$ cat src/rtl/avalon_st_arbiter_if.sv
// Avalon-ST arbiter bus: N_CH source ports merged onto one sink port.
// Signal names keep the arbiter's point of view (_i into the arbiter, _o out of it).
//   src_data_i    N_CH*WIDTH  source data, source k at [k*WIDTH +: WIDTH]
//   src_valid_i   N_CH        per-source valid
//   src_sop_i     N_CH        per-source start-of-packet
//   src_eop_i     N_CH        per-source end-of-packet
//   src_ready_o   N_CH        per-source ready (at most one high)
//   snk_data_o    WIDTH       registered sink data
//   snk_valid_o   1           registered sink valid
//   snk_sop_o     1           registered sink start-of-packet
//   snk_eop_o     1           registered sink end-of-packet
//   snk_channel_o CH_W        source index of the beat on snk_data_o
//   snk_ready_i   1           sink ready, ready latency 0
//   busy_o        1           arbiter holds a packet lock
// Modports: slave = the arbiter, master = the sources/sink environment.
interface avalon_st_arbiter_if #(
   parameter int unsigned N_CH  = 4,
   parameter int unsigned WIDTH = 32
);
   localparam int unsigned CH_W = $clog2(N_CH);

   logic [N_CH*WIDTH-1:0] src_data_i;
   logic [N_CH-1:0]       src_valid_i;
   logic [N_CH-1:0]       src_sop_i;
   logic [N_CH-1:0]       src_eop_i;
   logic [N_CH-1:0]       src_ready_o;
   logic [WIDTH-1:0]      snk_data_o;
   logic                  snk_valid_o;
   logic                  snk_sop_o;
   logic                  snk_eop_o;
   logic [CH_W-1:0]       snk_channel_o;
   logic                  snk_ready_i;
   logic                  busy_o;

   modport slave (
      input  src_data_i, src_valid_i, src_sop_i, src_eop_i, snk_ready_i,
      output src_ready_o, snk_data_o, snk_valid_o, snk_sop_o, snk_eop_o, snk_channel_o, busy_o
   );

   modport master (
      output src_data_i, src_valid_i, src_sop_i, src_eop_i, snk_ready_i,
      input  src_ready_o, snk_data_o, snk_valid_o, snk_sop_o, snk_eop_o, snk_channel_o, busy_o
   );
endinterface

$ cat src/rtl/avalon_st_arbiter.sv
// Round-robin, packet-locked Avalon-ST arbiter. One source at a time is granted
// from its first accepted beat through its eop beat; accepted beats go through a
// single output register that also records the source index.
// Ports:
//   clk_i  rising-edge clock
//   rst_i  asynchronous, active-low reset
//   bus    avalon_st_arbiter_if.slave (sources in, sink out, busy)
module avalon_st_arbiter #(
   parameter int unsigned N_CH  = 4,
   parameter int unsigned WIDTH = 32
) (
   input logic                 clk_i,
   input logic                 rst_i,
   avalon_st_arbiter_if.slave  bus
);
   localparam int unsigned CH_W = $clog2(N_CH);

   typedef enum logic [0:0] {StIdle, StLocked} state_e;

   state_e           state_q;
   logic [CH_W-1:0]  grant_q;
   logic [CH_W-1:0]  last_q;
   logic [WIDTH-1:0] data_q;
   logic             valid_q;
   logic             sop_q;
   logic             eop_q;
   logic [CH_W-1:0]  channel_q;

   logic [CH_W-1:0]  next_win;
   logic [CH_W-1:0]  idx;
   logic             found;
   logic             out_free;
   logic             accept;
   logic [WIDTH-1:0] gnt_data;
   logic [N_CH-1:0]  ready;

   // First valid source scanning upward from last_q + 1, wrapping at N_CH.
   always_comb begin
      next_win = '0;
      idx      = '0;
      found    = 1'b0;
      for (int unsigned i = 1; i <= N_CH; i++) begin
         idx = CH_W'((32'(last_q) + i) % N_CH);
         if (!found && bus.src_valid_i[idx]) begin
            found    = 1'b1;
            next_win = idx;
         end
      end
   end

   // Output register can take a beat when empty or draining this cycle.
   assign out_free = !valid_q || bus.snk_ready_i;
   assign gnt_data = bus.src_data_i[32'(grant_q)*WIDTH +: WIDTH];
   assign accept   = (state_q == StLocked) && bus.src_valid_i[grant_q] && out_free;

   always_comb begin
      ready = '0;
      if (state_q == StLocked) begin
         ready[grant_q] = out_free;
      end
   end

   always_ff @(posedge clk_i or negedge rst_i) begin
      if (!rst_i) begin
         state_q   <= StIdle;
         grant_q   <= '0;
         last_q    <= CH_W'(N_CH - 1);
         data_q    <= '0;
         valid_q   <= 1'b0;
         sop_q     <= 1'b0;
         eop_q     <= 1'b0;
         channel_q <= '0;
      end else begin
         unique case (state_q)
            StIdle: begin
               if (found) begin
                  grant_q <= next_win;
                  last_q  <= next_win;
                  state_q <= StLocked;
               end
            end
            StLocked: begin
               if (accept && bus.src_eop_i[grant_q]) begin
                  state_q <= StIdle;
               end
            end
            default: state_q <= StIdle;
         endcase

         if (accept) begin
            data_q    <= gnt_data;
            sop_q     <= bus.src_sop_i[grant_q];
            eop_q     <= bus.src_eop_i[grant_q];
            channel_q <= grant_q;
            valid_q   <= 1'b1;
         end else if (valid_q && bus.snk_ready_i) begin
            valid_q <= 1'b0;
         end
      end
   end

   assign bus.src_ready_o   = ready;
   assign bus.snk_data_o    = data_q;
   assign bus.snk_valid_o   = valid_q;
   assign bus.snk_sop_o     = sop_q;
   assign bus.snk_eop_o     = eop_q;
   assign bus.snk_channel_o = channel_q;
   assign bus.busy_o        = (state_q == StLocked);
endmodule

$ cat src/flat_wrapper.sv
// flat-port wrapper written by rule: the top's interface ports become plain ports
module avalon_st_arbiter_flat 
#(
   parameter int unsigned N_CH  = 4,
   parameter int unsigned WIDTH = 32
)
  (clk_i, rst_i, bus_src_data_i, bus_src_valid_i, bus_src_sop_i, bus_src_eop_i, bus_snk_ready_i, bus_src_ready_o, bus_snk_data_o, bus_snk_valid_o, bus_snk_sop_o, bus_snk_eop_o, bus_snk_channel_o, bus_busy_o);
  avalon_st_arbiter_if #(.N_CH(N_CH), .WIDTH(WIDTH)) bus_i ();
  input logic clk_i;
  input logic rst_i;
  input wire logic [$bits(bus_i.src_data_i)-1:0] bus_src_data_i;
  input wire logic [$bits(bus_i.src_valid_i)-1:0] bus_src_valid_i;
  input wire logic [$bits(bus_i.src_sop_i)-1:0] bus_src_sop_i;
  input wire logic [$bits(bus_i.src_eop_i)-1:0] bus_src_eop_i;
  input wire logic [$bits(bus_i.snk_ready_i)-1:0] bus_snk_ready_i;
  output wire logic [$bits(bus_i.src_ready_o)-1:0] bus_src_ready_o;
  output wire logic [$bits(bus_i.snk_data_o)-1:0] bus_snk_data_o;
  output wire logic [$bits(bus_i.snk_valid_o)-1:0] bus_snk_valid_o;
  output wire logic [$bits(bus_i.snk_sop_o)-1:0] bus_snk_sop_o;
  output wire logic [$bits(bus_i.snk_eop_o)-1:0] bus_snk_eop_o;
  output wire logic [$bits(bus_i.snk_channel_o)-1:0] bus_snk_channel_o;
  output wire logic [$bits(bus_i.busy_o)-1:0] bus_busy_o;
  assign bus_i.src_data_i = bus_src_data_i;
  assign bus_i.src_valid_i = bus_src_valid_i;
  assign bus_i.src_sop_i = bus_src_sop_i;
  assign bus_i.src_eop_i = bus_src_eop_i;
  assign bus_i.snk_ready_i = bus_snk_ready_i;
  assign bus_src_ready_o = bus_i.src_ready_o;
  assign bus_snk_data_o = bus_i.snk_data_o;
  assign bus_snk_valid_o = bus_i.snk_valid_o;
  assign bus_snk_sop_o = bus_i.snk_sop_o;
  assign bus_snk_eop_o = bus_i.snk_eop_o;
  assign bus_snk_channel_o = bus_i.snk_channel_o;
  assign bus_busy_o = bus_i.busy_o;
  avalon_st_arbiter #(.N_CH(N_CH), .WIDTH(WIDTH)) u_core (.clk_i(clk_i), .rst_i(rst_i), .bus(bus_i));
endmodule
$ cat config.mk
export PLATFORM = sky130hd
export DESIGN_NAME = avalon_st_arbiter_flat
export DESIGN_NICKNAME = d
export VERILOG_FILES = /design/src/rtl/avalon_st_arbiter_if.sv /design/src/rtl/avalon_st_arbiter.sv /design/src/flat_wrapper.sv
export SDC_FILE = /design/constraint.sdc
export NUM_CORES = 1
export LEC_CHECK = 0
export ABC_CLOCK_PERIOD_IN_PS = 4600
export CAP_MARGIN = 10
export CORE_MARGIN = 2
export CORE_UTILIZATION = 39
export DETAILED_ROUTE_END_ITERATION = 10
export PLACE_DENSITY = 0.95
export SETUP_SLACK_MARGIN = 0.15
export SLEW_MARGIN = 25
export SYNTH_ARGS = -nofsm -noshare
export SYNTH_HDL_FRONTEND = slang
export SYNTH_SLANG_ARGS = --single-unit
$ cat constraint.sdc
create_clock -name clk_i -period 4.6 [get_ports clk_i]
set_input_delay 0.69 -clock clk_i [delete_from_list [all_inputs] [get_ports clk_i]]
set_output_delay 0.69 -clock clk_i [all_outputs]
set_load 0.05 [all_outputs]
==> metrics.yaml <==
skew_ns: 0.00840
reg2reg_from: "u_core.grant_q[1]"
end_kind: "output port"
drt_iter0_drc: 59
required_ns: 3.91
cp_slowest_cell: "dfrtp_2"
synth_top_family_by_area: "multiplexers"
total_leakage_power_nw: 1.88
fmax_ghz: 0.305
root_buffer: "clkbuf_8"
worst_pin_slew_ns: 0.948
first_pass_iters: 4
cp_top_family: "buffers and inverters"
grt_antenna_before_repair: 0
cts_setup_buffers: 0
cts_buffers: 5
path_cells: "inv_1, nor3_1, clkdlybuf4s50_1"
antenna_cells_inserted: 0
setup_viol: 0
hpwl_um: 5830
status: "complete, no violations"
grt_pass1_vias: 2442
initial_core_util: 0.400
synth_compound_area_frac: 0.0331
synthXorXnorAreaFrac: 0
netlist_area_um2: 2690
row_count: 30
critPathLaunchType: "register"
hold_viol_final: 0
vias_per_cell: 5.30
rsz0062_at_grt: "no"
clk_path_buf_depth: 2
htreeDepth: 2
vdd_drop_max_mv: 0.306
drc: 0
crit_type: "reg -> out"
synth_fp_nets: 305
yosysUniqueCellTypes: 29
fill_cells: 477
cts_tree: "yes"
synth_seq_area_share: 0.392
hold_class: "in -> async"
synth.avg_cell_area_um2: 16.6
cp_slowest_stage_delay_ns: 1.00
cts_resized: 0
clkSinkCount: 42
cp_max_fo: 41
syn_inst: 162
area_growth_pct: 72.6
most-common-layout-cells: "183 x clkdlybuf4s50_1, 38 x dfrtp_1, 35 x mux4_2, 28 x mux2_4, 7 x mux2_2"
port_buffers: 184
yosys.area_share.simple: 0.0382
grt_util_all_layers: 0.199
clk_pin_slew_worst_paths_ns: 0.08
io_pins: 185
coreArea_um2: 6720
relSlewSlack: 0.368
post-route-period-util: 0.712
final_common_cell: "clkdlybuf4s50_1"
wirelength_um: 7600
drive_gt1_frac: 0.246
reg2reg_to: "u_core.bus.snk_data_o[6]"
synthAdderAreaFrac: 0
finalPower_mw: 3.33
nets: 483
cp.depth: 3
clk_latency_ns: 0.28
critical_path_arrival_ns: 2.58
grt_start_max_net_pins: 43
yosysWarnings: 0
antenna_left: 0
slew_viol_final: 0
period_needed_ns: 3.27
grt_remaining_overflow: 0
dieWidth_um: 87.0
routedWlPerCell_um: 18.0
die_area_um2: 7560
via_count: 2232
ff2ff_path_depth: 3
synth-seq-cells: 42
power.density_nw_per_um2: 719
grt_pass1_wl_um: 11400
rrSetupSlack_ns: 1.86
tns_ns: 0
finalWeightedCongestion: 0.766
crit_buf_inv: 2
drv_cap: 0
synthMuxAreaShare: 0.487
die_h_um: 87.0
hold_buffers: 0
-- logic make-up after synthesis --
| logic type | Yosys count |
|---|---|
| simple gates | 18 |
| buf+inv | 18 |
| mux | 72 |
| flops | 42 |
| compound gates | 12 |
-- per-layer routing --
metal	GRT usage	wire length, um	part of all wire
met5	0	0	0
met4	0.0639	92	0.012
met3	0.0559	698	0.092
met2	0.380	4140	0.55
met1	0.209	2660	0.35
-- per-stage QoR --
step                      instance area, um^2  hold WS (ns)  setup WS [ns]   util  instances
after floorplan                          2690         0.394           1.84      -        162
after global placement                   4510         0.481           1.51  0.672        413
after detailed placement                 4510         0.491           1.37  0.672        413
after CTS                                4630         0.510           1.33  0.689        421
after global routing                     4630         0.413           1.26  0.690        421
final                                    4630         0.387           1.33  0.690        421
-- how the worst max path moves through the flow --
stage,to,start,slack [ns]
2_1_floorplan,bus_src_ready_o[0],u_core.bus.busy_o,1.84
3_3_place_gp,bus_src_ready_o[1],bus_snk_ready_i,1.51
3_5_place_dp,bus_src_ready_o[2],bus_snk_ready_i,1.37
4_1_cts,bus_src_ready_o[2],u_core.grant_q[1],1.33
5_1_grt,bus_src_ready_o[2],u_core.grant_q[1],1.26
6_report,bus_src_ready_o[2],u_core.grant_q[1],1.33
-- synth_stat cells, drive strengths merged --
cell type / count / share of area
and2: 1 / 0.0023
dfrtp: 40 / 0.37
a21oi: 2 / 0.0037
inv: 4 / 0.0056
or4: 1 / 0.0028
a31oi: 2 / 0.0047
nand2: 5 / 0.0070
nand3b: 1 / 0.0028
nand2b: 3 / 0.0070
nor2: 3 / 0.0042
mux4: 35 / 0.29
o32a: 1 / 0.0037
nor3: 2 / 0.0037
a311oi: 1 / 0.0033
nand3: 2 / 0.0084
o22a: 1 / 0.0033
clkbuf: 6 / 0.0084
mux2i: 2 / 0.0075
mux2: 35 / 0.19
buf: 8 / 0.035
dfstp: 2 / 0.020
a21o: 4 / 0.011
o2bb2ai: 1 / 0.0033
-- final cells by class --
type	count	area, um^2	share of cell area
clock inverter	1	30.0	0.00648
tap	80	100	0.0216
timing repair buffer	185	1850	0.399
multi-input combinational	102	1500	0.324
sequential	42	1060	0.228
clock buffer	7	86.3	0.0186
inverter	4	15.0	0.00324
-- power breakdown --
group	internal, mW	switching [mW]	leakage, nW	total [mW]
clock network	0.177	0.122	0.0585	0.299
logic	1.11	1.15	1.34	2.26
registers	0.577	0.194	0.487	0.771
-- registers in the layout (all words and copies together), names as in the netlist --
register and cells:
u_core.bus.snk_data_o 32, u_core.last_q 2, u_core.bus.busy_o 1, u_core.bus.snk_valid_o 1, u_core.bus.snk_eop_o 1, u_core.bus.snk_channel_o 2
u_core.grant_q 2, u_core.bus.snk_sop_o 1
Note: power is estimated with default switching activity, not from simulation.
